**src/rtl/traffic_light_fsm_pkg.sv**
```systemverilog
// Shared types and constants for the intersection light controller.
// Optional feature macro: FSM_WALK_EN adds the pedestrian WALK phase.
package traffic_light_fsm_pkg;

  // Light phases; WALK only exists when the pedestrian phase is built in.
  typedef enum logic [2:0] {
    S_MG_BASE = 3'd0,
    S_MG_EXT  = 3'd1,
    S_MY      = 3'd2,
    S_SG_BASE = 3'd3,
    S_SG_EXT  = 3'd4,
`ifdef FSM_WALK_EN
    S_SY      = 3'd5,
    S_WALK    = 3'd6
`else
    S_SY      = 3'd5
`endif
  } state_t;

  // Timer interval select codes
  localparam logic [1:0] INT_BASE = 2'b00;
  localparam logic [1:0] INT_EXT  = 2'b01;
  localparam logic [1:0] INT_YEL  = 2'b10;
  localparam logic [1:0] INT_WALK = 2'b11;

  // Lamp bit positions inside lights[7:0]
  localparam int LAMP_MAIN_LSB = 0;
  localparam int LAMP_SIDE_LSB = 3;
  localparam int LAMP_WALK1    = 6;
  localparam int LAMP_WALK2    = 7;

  // Per-road lamp patterns, ordered {R,Y,G}
  localparam logic [2:0] LAMP_RED = 3'b100;
  localparam logic [2:0] LAMP_YEL = 3'b010;
  localparam logic [2:0] LAMP_GRN = 3'b001;

  // Interval code that a phase requests from the timer for its whole duration.
  function automatic logic [1:0] state_interval(input state_t s);
    logic [1:0] code;
    case (s)
      S_MG_BASE: code = INT_BASE;
      S_SG_BASE: code = INT_BASE;
      S_MG_EXT:  code = INT_EXT;
      S_SG_EXT:  code = INT_EXT;
      S_MY:      code = INT_YEL;
      S_SY:      code = INT_YEL;
`ifdef FSM_WALK_EN
      S_WALK:    code = INT_WALK;
`endif
      default:   code = INT_BASE;
    endcase
    return code;
  endfunction

endpackage

```
**src/rtl/traffic_light_decode.sv**
```systemverilog
// Decodes the phase register (and latched walk requests) into lamp drives.
// Optional feature macro: FSM_WALK_EN enables the walk lamp inputs.
module traffic_light_decode
  import traffic_light_fsm_pkg::*;
(
  input  state_t      i_state,
`ifdef FSM_WALK_EN
  input  logic [1:0]  i_walk,
`endif
  output logic [7:0]  o_lights
);

  logic [2:0] w_main;
  logic [2:0] w_side;
  logic [1:0] w_walk;

  // Only one road may show green/yellow; everything else falls back to red.
  always_comb begin
    w_main = LAMP_RED;
    w_side = LAMP_RED;
    w_walk = 2'b00;
    case (i_state)
      S_MG_BASE: w_main = LAMP_GRN;
      S_MG_EXT:  w_main = LAMP_GRN;
      S_MY:      w_main = LAMP_YEL;
      S_SG_BASE: w_side = LAMP_GRN;
      S_SG_EXT:  w_side = LAMP_GRN;
      S_SY:      w_side = LAMP_YEL;
`ifdef FSM_WALK_EN
      S_WALK:    w_walk = i_walk;
`endif
      default: begin
        w_main = LAMP_RED;
        w_side = LAMP_RED;
        w_walk = 2'b00;
      end
    endcase
  end

  assign o_lights[LAMP_MAIN_LSB +: 3] = w_main;
  assign o_lights[LAMP_SIDE_LSB +: 3] = w_side;
  assign o_lights[LAMP_WALK1]         = w_walk[0];
  assign o_lights[LAMP_WALK2]         = w_walk[1];

endmodule

```
**src/rtl/traffic_light_fsm.sv**
```systemverilog
// Main/side intersection controller handshaking with an external interval timer.
// Each phase loads the timer once (start_timer pulse) and moves on when it expires.
// Optional feature macro: FSM_WALK_EN adds the pedestrian WALK phase and WR_Reset.
module traffic_light_fsm
  import traffic_light_fsm_pkg::*;
(
  input  logic        clk,
  input  logic        g_reset,
  input  logic        sensor_sync,
  input  logic        WR_Out_1,
  input  logic        WR_Out_2,
  input  logic        prog_sync,
  input  logic        expired,
  output logic        WR_Reset,
  output logic [1:0]  interval,
  output logic        start_timer,
  output logic [7:0]  lights
);

  state_t     r_state;
  logic [1:0] r_interval;
  logic       r_start_timer;
  logic       r_restart;
  state_t     w_adv_state;

`ifdef FSM_WALK_EN
  logic [1:0] r_walk;
  logic       r_wr_reset;
  logic       w_in_walk;

  assign w_in_walk = (r_state == S_WALK);
`else
  // Walk requests have no consumer when the pedestrian phase is absent.
  logic       w_unused_walk_req;

  assign w_unused_walk_req = WR_Out_1 ^ WR_Out_2;
`endif

  // Phase that follows the current one when its timer interval has elapsed.
  always_comb begin
    w_adv_state = r_state;
    case (r_state)
      S_MG_BASE: w_adv_state = sensor_sync ? S_MY : S_MG_EXT;
      S_MG_EXT:  w_adv_state = S_MY;
      S_MY:      w_adv_state = S_SG_BASE;
      S_SG_BASE: w_adv_state = sensor_sync ? S_SG_EXT : S_SY;
      S_SG_EXT:  w_adv_state = S_SY;
`ifdef FSM_WALK_EN
      S_SY:      w_adv_state = (WR_Out_1 | WR_Out_2) ? S_WALK : S_MG_BASE;
      S_WALK:    w_adv_state = S_MG_BASE;
`else
      S_SY:      w_adv_state = S_MG_BASE;
`endif
      default:   w_adv_state = S_MG_BASE;
    endcase
  end

  // Phase register with timer handshake; a restart (reset or reprogram) beats a
  // timer expiry, and expiry is ignored in the cycle the timer is being loaded
  // so a level-held expired advances only one phase per timer round trip.
  always_ff @(posedge clk) begin
    if (!g_reset) begin
      r_state       <= S_MG_BASE;
      r_interval    <= INT_BASE;
      r_start_timer <= 1'b0;
      r_restart     <= 1'b1;
`ifdef FSM_WALK_EN
      r_walk        <= 2'b00;
      r_wr_reset    <= 1'b0;
`endif
    end else if (r_restart || prog_sync) begin
      r_state       <= S_MG_BASE;
      r_interval    <= INT_BASE;
      r_start_timer <= 1'b1;
      r_restart     <= 1'b0;
`ifdef FSM_WALK_EN
      r_walk        <= 2'b00;
      r_wr_reset    <= w_in_walk;
`endif
    end else if (expired && !r_start_timer) begin
      r_state       <= w_adv_state;
      r_interval    <= state_interval(w_adv_state);
      r_start_timer <= 1'b1;
      r_restart     <= 1'b0;
`ifdef FSM_WALK_EN
      // Walk lamps reflect the requests pending at the moment WALK is entered.
      if (w_adv_state == S_WALK) begin
        r_walk <= {WR_Out_2, WR_Out_1};
      end else begin
        r_walk <= 2'b00;
      end
      r_wr_reset    <= w_in_walk;
`endif
    end else begin
      r_start_timer <= 1'b0;
      r_restart     <= 1'b0;
`ifdef FSM_WALK_EN
      r_wr_reset    <= 1'b0;
`endif
    end
  end

  assign interval    = r_interval;
  assign start_timer = r_start_timer;
`ifdef FSM_WALK_EN
  assign WR_Reset    = r_wr_reset;
`else
  assign WR_Reset    = 1'b0;
`endif

  traffic_light_decode u_decode (
    .i_state  (r_state),
`ifdef FSM_WALK_EN
    .i_walk   (r_walk),
`endif
    .o_lights (lights)
  );

endmodule

```
**config.mk**
```make
export PLATFORM = sky130hd
export DESIGN_NAME = traffic_light_fsm
export DESIGN_NICKNAME = d
export VERILOG_FILES = /design/src/rtl/traffic_light_fsm_pkg.sv /design/src/rtl/traffic_light_decode.sv /design/src/rtl/traffic_light_fsm.sv
export SDC_FILE = /design/constraint.sdc
export NUM_CORES = 1
export LEC_CHECK = 0
export CORE_AREA = 2 2 39 41
export DETAILED_ROUTE_END_ITERATION = 10
export DIE_AREA = 0 0 41 43
export GPL_TIMING_DRIVEN = 0
export PLACE_DENSITY = 0.6
export SLEW_MARGIN = 20
export SYNTH_ARGS = -nofsm -noshare
export SYNTH_HDL_FRONTEND = slang
export SYNTH_SLANG_ARGS = --single-unit
```
**constraint.sdc**
```tcl
create_clock -name clk -period 1.12 [get_ports clk]
set_clock_uncertainty 0.05 [all_clocks]
set_input_delay 0.224 -clock clk [delete_from_list [all_inputs] [get_ports clk]]
set_output_delay 0.224 -clock clk [all_outputs]
set_load 0.01 [all_outputs]
```
## Word level (Yosys, flattened, before mapping)

Cells that the tools add are included.

| word-level totals | value |
|---|---|
| input port bits | 7 |
| register bits | 7 |
| word-level logic and storage cells | 32 |

| cells by class | value |
|---|---|
| reductions and logical operators | 9 |
| multiplexer cells | 9 |
| equality and inequality tests | 9 |
| bitwise operators | 1 |

Operators by type and width:

| kind | count |
|---|---|
| $pmux W3 S5 | 1 |
| $eq A3 B3 Y1 const B | 4 |
| $pmux W3 S2 | 2 |
| $reduce_or A2 Y1 | 5 |
| $eq A3 B2 Y1 const B | 3 |
| $eq A3 B1 Y1 const B | 2 |
| $mux W1 | 4 |
| $pmux W2 S2 | 1 |
| $logic_not A3 Y1 | 1 |
| $mux W2 | 1 |
| $logic_and A1 B1 Y1 | 1 |
| $logic_not A1 Y1 | 1 |
| $logic_or A1 B1 Y1 | 1 |
| $not A1 Y1 | 1 |

## Depth between registers and ports, before layout

| logic depth | value |
|---|---|
| depth after elaboration | 5 |
| mapped depth | 5 |
| mapped depth without buffers | 4 |

## Cells and area by module

Synthesis repeated with hierarchy kept, for this count alone.

| unflattened totals | value |
|---|---|
| cells, all modules | 55 |
| area, all modules | 426.7 um^2 |

Modules (own cells, without submodules):

| module | times used | seq. area each (um^2) | area an instance (um^2) | cells an instance |
|---|---|---|---|---|
| traffic_light_fsm | 1 | 140.1 | 356.6 | 43 |
| traffic_light_decode | 1 | 0.0 | 70.1 | 12 |

## Least setup slack after synthesis

Ideal clock, no wire load.

| timing path | value |
|---|---|
| path type | register -> output |
| start point | reg r_state[2] |
| end point | out lights[5] |
| cell stages (with the launch flop) | 5 |
| data arrival time | 1.037 ns |
| path buffers | 1 |
| slack | -0.191 ns |
| cells stage by stage | dfxtp_1 buf_2 nand2b_1 mux2i_1 nor2_1 |

| on the way | value |
|---|---|
| longest elaborated chain between the ends | 3 |
| elaborated cells on any way between the ends | 5 |

RTL lines:

| item | line | source |
|---|---|---|
| from (decl) | traffic_light_fsm.sv:20 | `state_t r_state;` |
| from (signal assigned) | traffic_light_fsm.sv:81 | `r_state <= w_adv_state;` |
| $eq A3 B2 Y1 or $eq A3 B3 Y1 (tied branches) | traffic_light_decode.sv:22 | `case (i_state)` |
| $reduce_or A2 Y1 (no line) | n/a |  |
| $pmux W3 S2 * | traffic_light_decode.sv:22 |  |
| to (decl) | traffic_light_fsm.sv:17 | `output logic [7:0] lights` |

Every way passes the cells marked *; elsewhere a longest branch is shown, timed or not.

## Final worst setup path

| timing path | value |
|---|---|
| start point | reg r_state[0] |
| end point | out lights[5] |

The elaborated chain is that of the path after synthesis.

==> flow_summary.html <==
<table>
<tr><th>Metric</th><th>Value</th></tr>
<tr><th colspan="2">Drt</th></tr>
<tr><td>Mean number of vias per cell</td><td>around 4.6</td></tr>
<tr><td>DRT iter0 DRCs</td><td>2</td></tr>
<tr><td>DRC violation count after routing</td><td>0</td></tr>
<tr><td>Remaining antenna violation count after routing</td><td>0</td></tr>
<tr><td>Number of vias after detailed routing</td><td>429</td></tr>
<tr><td>WL/cell</td><td>10.3 um</td></tr>
<tr><td>Total wire length after detailed routing</td><td>970 um</td></tr>
<tr><td>Detailed-routing iteration count for the pre-antenna-repair pass</td><td>4</td></tr>
<tr><th colspan="2">Power</th></tr>
<tr><td>LEAKAGE</td><td>0.319 nW</td></tr>
<tr><td>Worst VDD drop</td><td>between 0.3 and 0.4 mV</td></tr>
<tr><td>Design Power</td><td>approximately 580 uW</td></tr>
<tr><td>Power density normalized to cell area</td><td>just over 800 nW/um^2</td></tr>
<tr><th colspan="2">Die</th></tr>
<tr><td>I/O pin total</td><td>19</td></tr>
<tr><td># rows</td><td>14</td></tr>
<tr><td>X dimension of the die</td><td>approximately 41 um</td></tr>
<tr><td>Die boundary height</td><td>roughly 43 um</td></tr>
<tr><td>Core Area</td><td>between 1000 and 1500 um^2</td></tr>
<tr><td>Initial Utilization</td><td>0.282</td></tr>
<tr><td>Die area</td><td>1760 um^2</td></tr>
<tr><th colspan="2">GRT</th></tr>
<tr><td>Global route overflow</td><td>0</td></tr>
<tr><td>Initial antenna violation count</td><td>0</td></tr>
<tr><td>GR Util All Layers</td><td>0.119</td></tr>
<tr><td>Largest net degree at the start of global routing</td><td>11</td></tr>
<tr><td>Global routing's busiest layer</td><td>met2</td></tr>
<tr><td>Wire length of the first global-routing pass</td><td>roughly 1400 um</td></tr>
<tr><td>Number of global-route vias before repair</td><td>approximately 340</td></tr>
<tr><td>GR Util met1</td><td>0.130</td></tr>
<tr><td>Global routing met3 resource utilization</td><td>0.0628</td></tr>
<tr><td>Met2 Track Usage GR</td><td>0.178</td></tr>
<tr><th colspan="2">Logic synthesis</th></tr>
<tr><td>Warnings, synthesis</td><td>0</td></tr>
<tr><td>Sequential share of the synthesized area</td><td>0.359</td></tr>
<tr><td>Post-Syn Area per Cell</td><td>7.65 um^2</td></tr>
<tr><td>Flop and latch count out of synthesis</td><td>7</td></tr>
<tr><td>Proportion of netlist area held by the largest area contributor</td><td>0.359</td></tr>
<tr><td>Cell area after synthesis</td><td>roughly 400 um^2</td></tr>
<tr><td>Largest cells by area after synthesis</td><td>dfxtp_1 (36%), nor2_1 (8.7%), buf_4 (5.8%), o21ai_0 (5.1%), nand2b_1 (4.8%)</td></tr>
<tr><td>Largest area contributor in the netlist</td><td>dfxtp_1</td></tr>
<tr><td>Library cells used by synthesis</td><td>20</td></tr>
<tr><td>Gate Count Post-Synth</td><td>51</td></tr>
<tr><th colspan="2">Finish</th></tr>
<tr><td>Diode insertion count for antenna repair</td><td>0</td></tr>
<tr><td>Combined area of the multi-input logic cells</td><td>between 200 and 300 um^2</td></tr>
<tr><td>Final #Nets</td><td>86</td></tr>
<tr><td>Footprint of the flip-flops and latches</td><td>150 um^2</td></tr>
<tr><td>Fill cell total of the finished layout</td><td>143</td></tr>
<tr><td>Share of layout cells above drive strength 1</td><td>0.551</td></tr>
<tr><td>Final Non-Filler Cells</td><td>94</td></tr>
<tr><td>Share of the core filled with cells in the final layout</td><td>0.509</td></tr>
<tr><td>Area Growth Syn to Fin</td><td>80.4%</td></tr>
<tr><td>Final standard cell area without fillers</td><td>between 700 and 800 um^2</td></tr>
<tr><th colspan="2">Placement</th></tr>
<tr><td>Hpwl dp</td><td>between 600 and 700 um</td></tr>
<tr><td>Setup slack after placement</td><td>-532 ps</td></tr>
<tr><td>Placement Cell Area</td><td>around 580 um^2</td></tr>
<tr><td>Number of placed instances with taps included</td><td>about 80</td></tr>
<tr><td>Count of port buffers added during placement</td><td>13</td></tr>
<tr><td>Weighted congestion at the end of routability-driven global placement</td><td>~0.7</td></tr>
<tr><th colspan="2">Timing</th></tr>
<tr><td>RSZ-0062 raised after global routing</td><td>yes</td></tr>
<tr><td>Worst-case setup margin in the final layout</td><td>-276 ps</td></tr>
<tr><td>Count of final hold-check violations</td><td>0</td></tr>
<tr><td>Final period demand of the worst path</td><td>between 1000 and 1500 ps</td></tr>
<tr><td>Pins Over Slew Limit</td><td>0</td></tr>
<tr><td>Maximum clock frequency</td><td>roughly 700 MHz</td></tr>
<tr><td>Final setup violation count</td><td>7</td></tr>
<tr><td>Final critical-path share of the clock period</td><td>1.25</td></tr>
<tr><th colspan="2">CTS</th></tr>
<tr><td>Clock insertion delay at the later pin of the skew report</td><td>250 ps</td></tr>
<tr><td>Number of sinks driven by the clock tree</td><td>7</td></tr>
<tr><td>Worst-case clock buffer depth</td><td>2</td></tr>
<tr><td>CTS H-tree lvls</td><td>1</td></tr>
<tr><td>Clock Tree Root</td><td>clkbuf_4</td></tr>
<tr><td>Cts-stage hold buffer count</td><td>0</td></tr>
<tr><td>CTS tree</td><td>done</td></tr>
<tr><td>Post-CTS clock slew at the launch and capture registers of the worst setup and hold paths</td><td>about 50 ps</td></tr>
<tr><td>CTS buffer count</td><td>3</td></tr>
<tr><th colspan="2">Worst setup path</th></tr>
<tr><td>Setup slack of the worst register-to-register path</td><td>-210 ps</td></tr>
<tr><td>CP required</td><td>between 800 and 900 ps</td></tr>
<tr><td>Launch instance of the worst register-to-register path</td><td>r_state[0]</td></tr>
<tr><td>Highest fanout seen on the critical path</td><td>8</td></tr>
<tr><td>Worst r2r path cells</td><td>6</td></tr>
<tr><td>Reg2reg end</td><td>interval[0]</td></tr>
<tr><td>Category of the worst setup path launch point</td><td>flop</td></tr>
<tr><td>Endpoint type of the worst setup path</td><td>output port</td></tr>
<tr><td>Start-to-end type of the worst setup path</td><td>flop to output port</td></tr>
<tr><td>Arrival time worst endpoint</td><td>approximately 1100 ps</td></tr>
<tr><th colspan="2">Hold path</th></tr>
<tr><td>Worst hold path class</td><td>input pin to flop</td></tr>
<tr><td>Hold Startpoint</td><td>expired</td></tr>
<tr><td>Cells on Worst Hold Path</td><td>3</td></tr>
<tr><td>Destination of the worst hold path</td><td>start_timer</td></tr>
<tr><th colspan="2">Run status</th></tr>
<tr><td>Result of the run</td><td>complete, but fails checks</td></tr>
<tr><td>Violations in the final reports</td><td>negative setup slack</td></tr>
<tr><th colspan="2">Job</th></tr>
<tr><td>Max-cap violations</td><td>0</td></tr>
</table>
-- critical path, cell delays in order (launching register included) --
cell	delay (ps)
dfxtp_2	320
buf_6	130
mux2i_4	250
nor2_2	40
buf_2	130
-- kinds of logic (layout without fill, tap and decap cells) --
kind of cell / after synthesis / after routing / synth area share
other: 1 / 3 / 0.00961
flip-flops: 7 / 7 / 0.359
AO/OA/AOI/OAI: 13 / 13 / 0.224
AND/OR/NAND/NOR: 20 / 20 / 0.240
multiplexers: 1 / 1 / 0.0256
buffers and inverters: 9 / 34 / 0.141
-- report_power, final --
group	internal, mW	leakage, nW	switching, mW
Combinational	0.0493	0.244	0.0443
Sequential	0.253	0.0595	0.00536
Clock	0.136	0.0150	0.0925
Total	0.438	0.319	0.142
-- per-layer routing --
layer  wire [um]  up-vias  part of all wire
met2         513       12              0.53
met5           0        -                 0
met3          54        0             0.056
met4           0        0                 0
met1         402      195              0.41
li1            -      222                 -
-- worst max path at each step --
stage	from	endpoint	slack (ps)	cells after the start
after detailed placement	r_state[1]	lights[3]	-530	4
after global placement	r_state[1]	lights[3]	-520	4
final	r_state[0]	lights[5]	-280	4
after floorplan	r_state[1]	interval[0]	-50	5
after global routing	r_state[0]	lights[5]	-340	4
after CTS	r_state[1]	lights[5]	-330	5
-- placed cells by master, fill, tap and decap left out, drive strengths merged --
cell type and n:
clkdlybuf4s15 1, nor2b 2, clkdlybuf4s50 2, clkbuf 5
nand2b 3, inv 3, or3 1, dlygate4sd2 1
nor2 10, a21oi 3, a221oi 2, a211oi 1
a21o 1, a22oi 2, buf 21, nand2 3
dfxtp 7, nand3 1, dlymetal6s2s 1, mux2i 1
o21ai 4, conb 3
-- synth_stat cells (all sizes together) --
cell type,count
a22oi,2
a21o,1
nand2b,3
o21ai,4
a21oi,3
buf,6
mux2i,1
nand3,1
nor2b,2
a221oi,2
inv,3
a211oi,1
nand2,3
or3,1
nor2,10
dfxtp,7
conb,1
-- per-stage QoR --
step | hold WS [ps] | setup TNS [ps]
after global routing | 351 | -1820
after detailed placement | 433 | -3980
final | 319 | -1310
after floorplan | 249 | -92.5
after global placement | 418 | -3910
after CTS | 446 | -1620
-- timing repair --
action                     in CTS  in global routing
pin swaps                       3                  7
buffers inserted                4                  6
gates resized for setup        39                 21
setup endpoints to repair      14                 14
-- final cells by class --
class                           instances  area share
Multi-Input combinational cell         37       0.396
Timing Repair Buffer                   23       0.261
Inverter                                3      0.0160
Tap cell                               16      0.0284
Sequential cell                         7       0.213
Clock buffer                            4      0.0373
Buffer                                  4      0.0480
-- sequential cells by signal, indices dropped and copies added, names as in the netlist --
name and count:
r_state 3, interval 2, r_restart 1, start_timer 1
(Power assumes the default switching activity.)
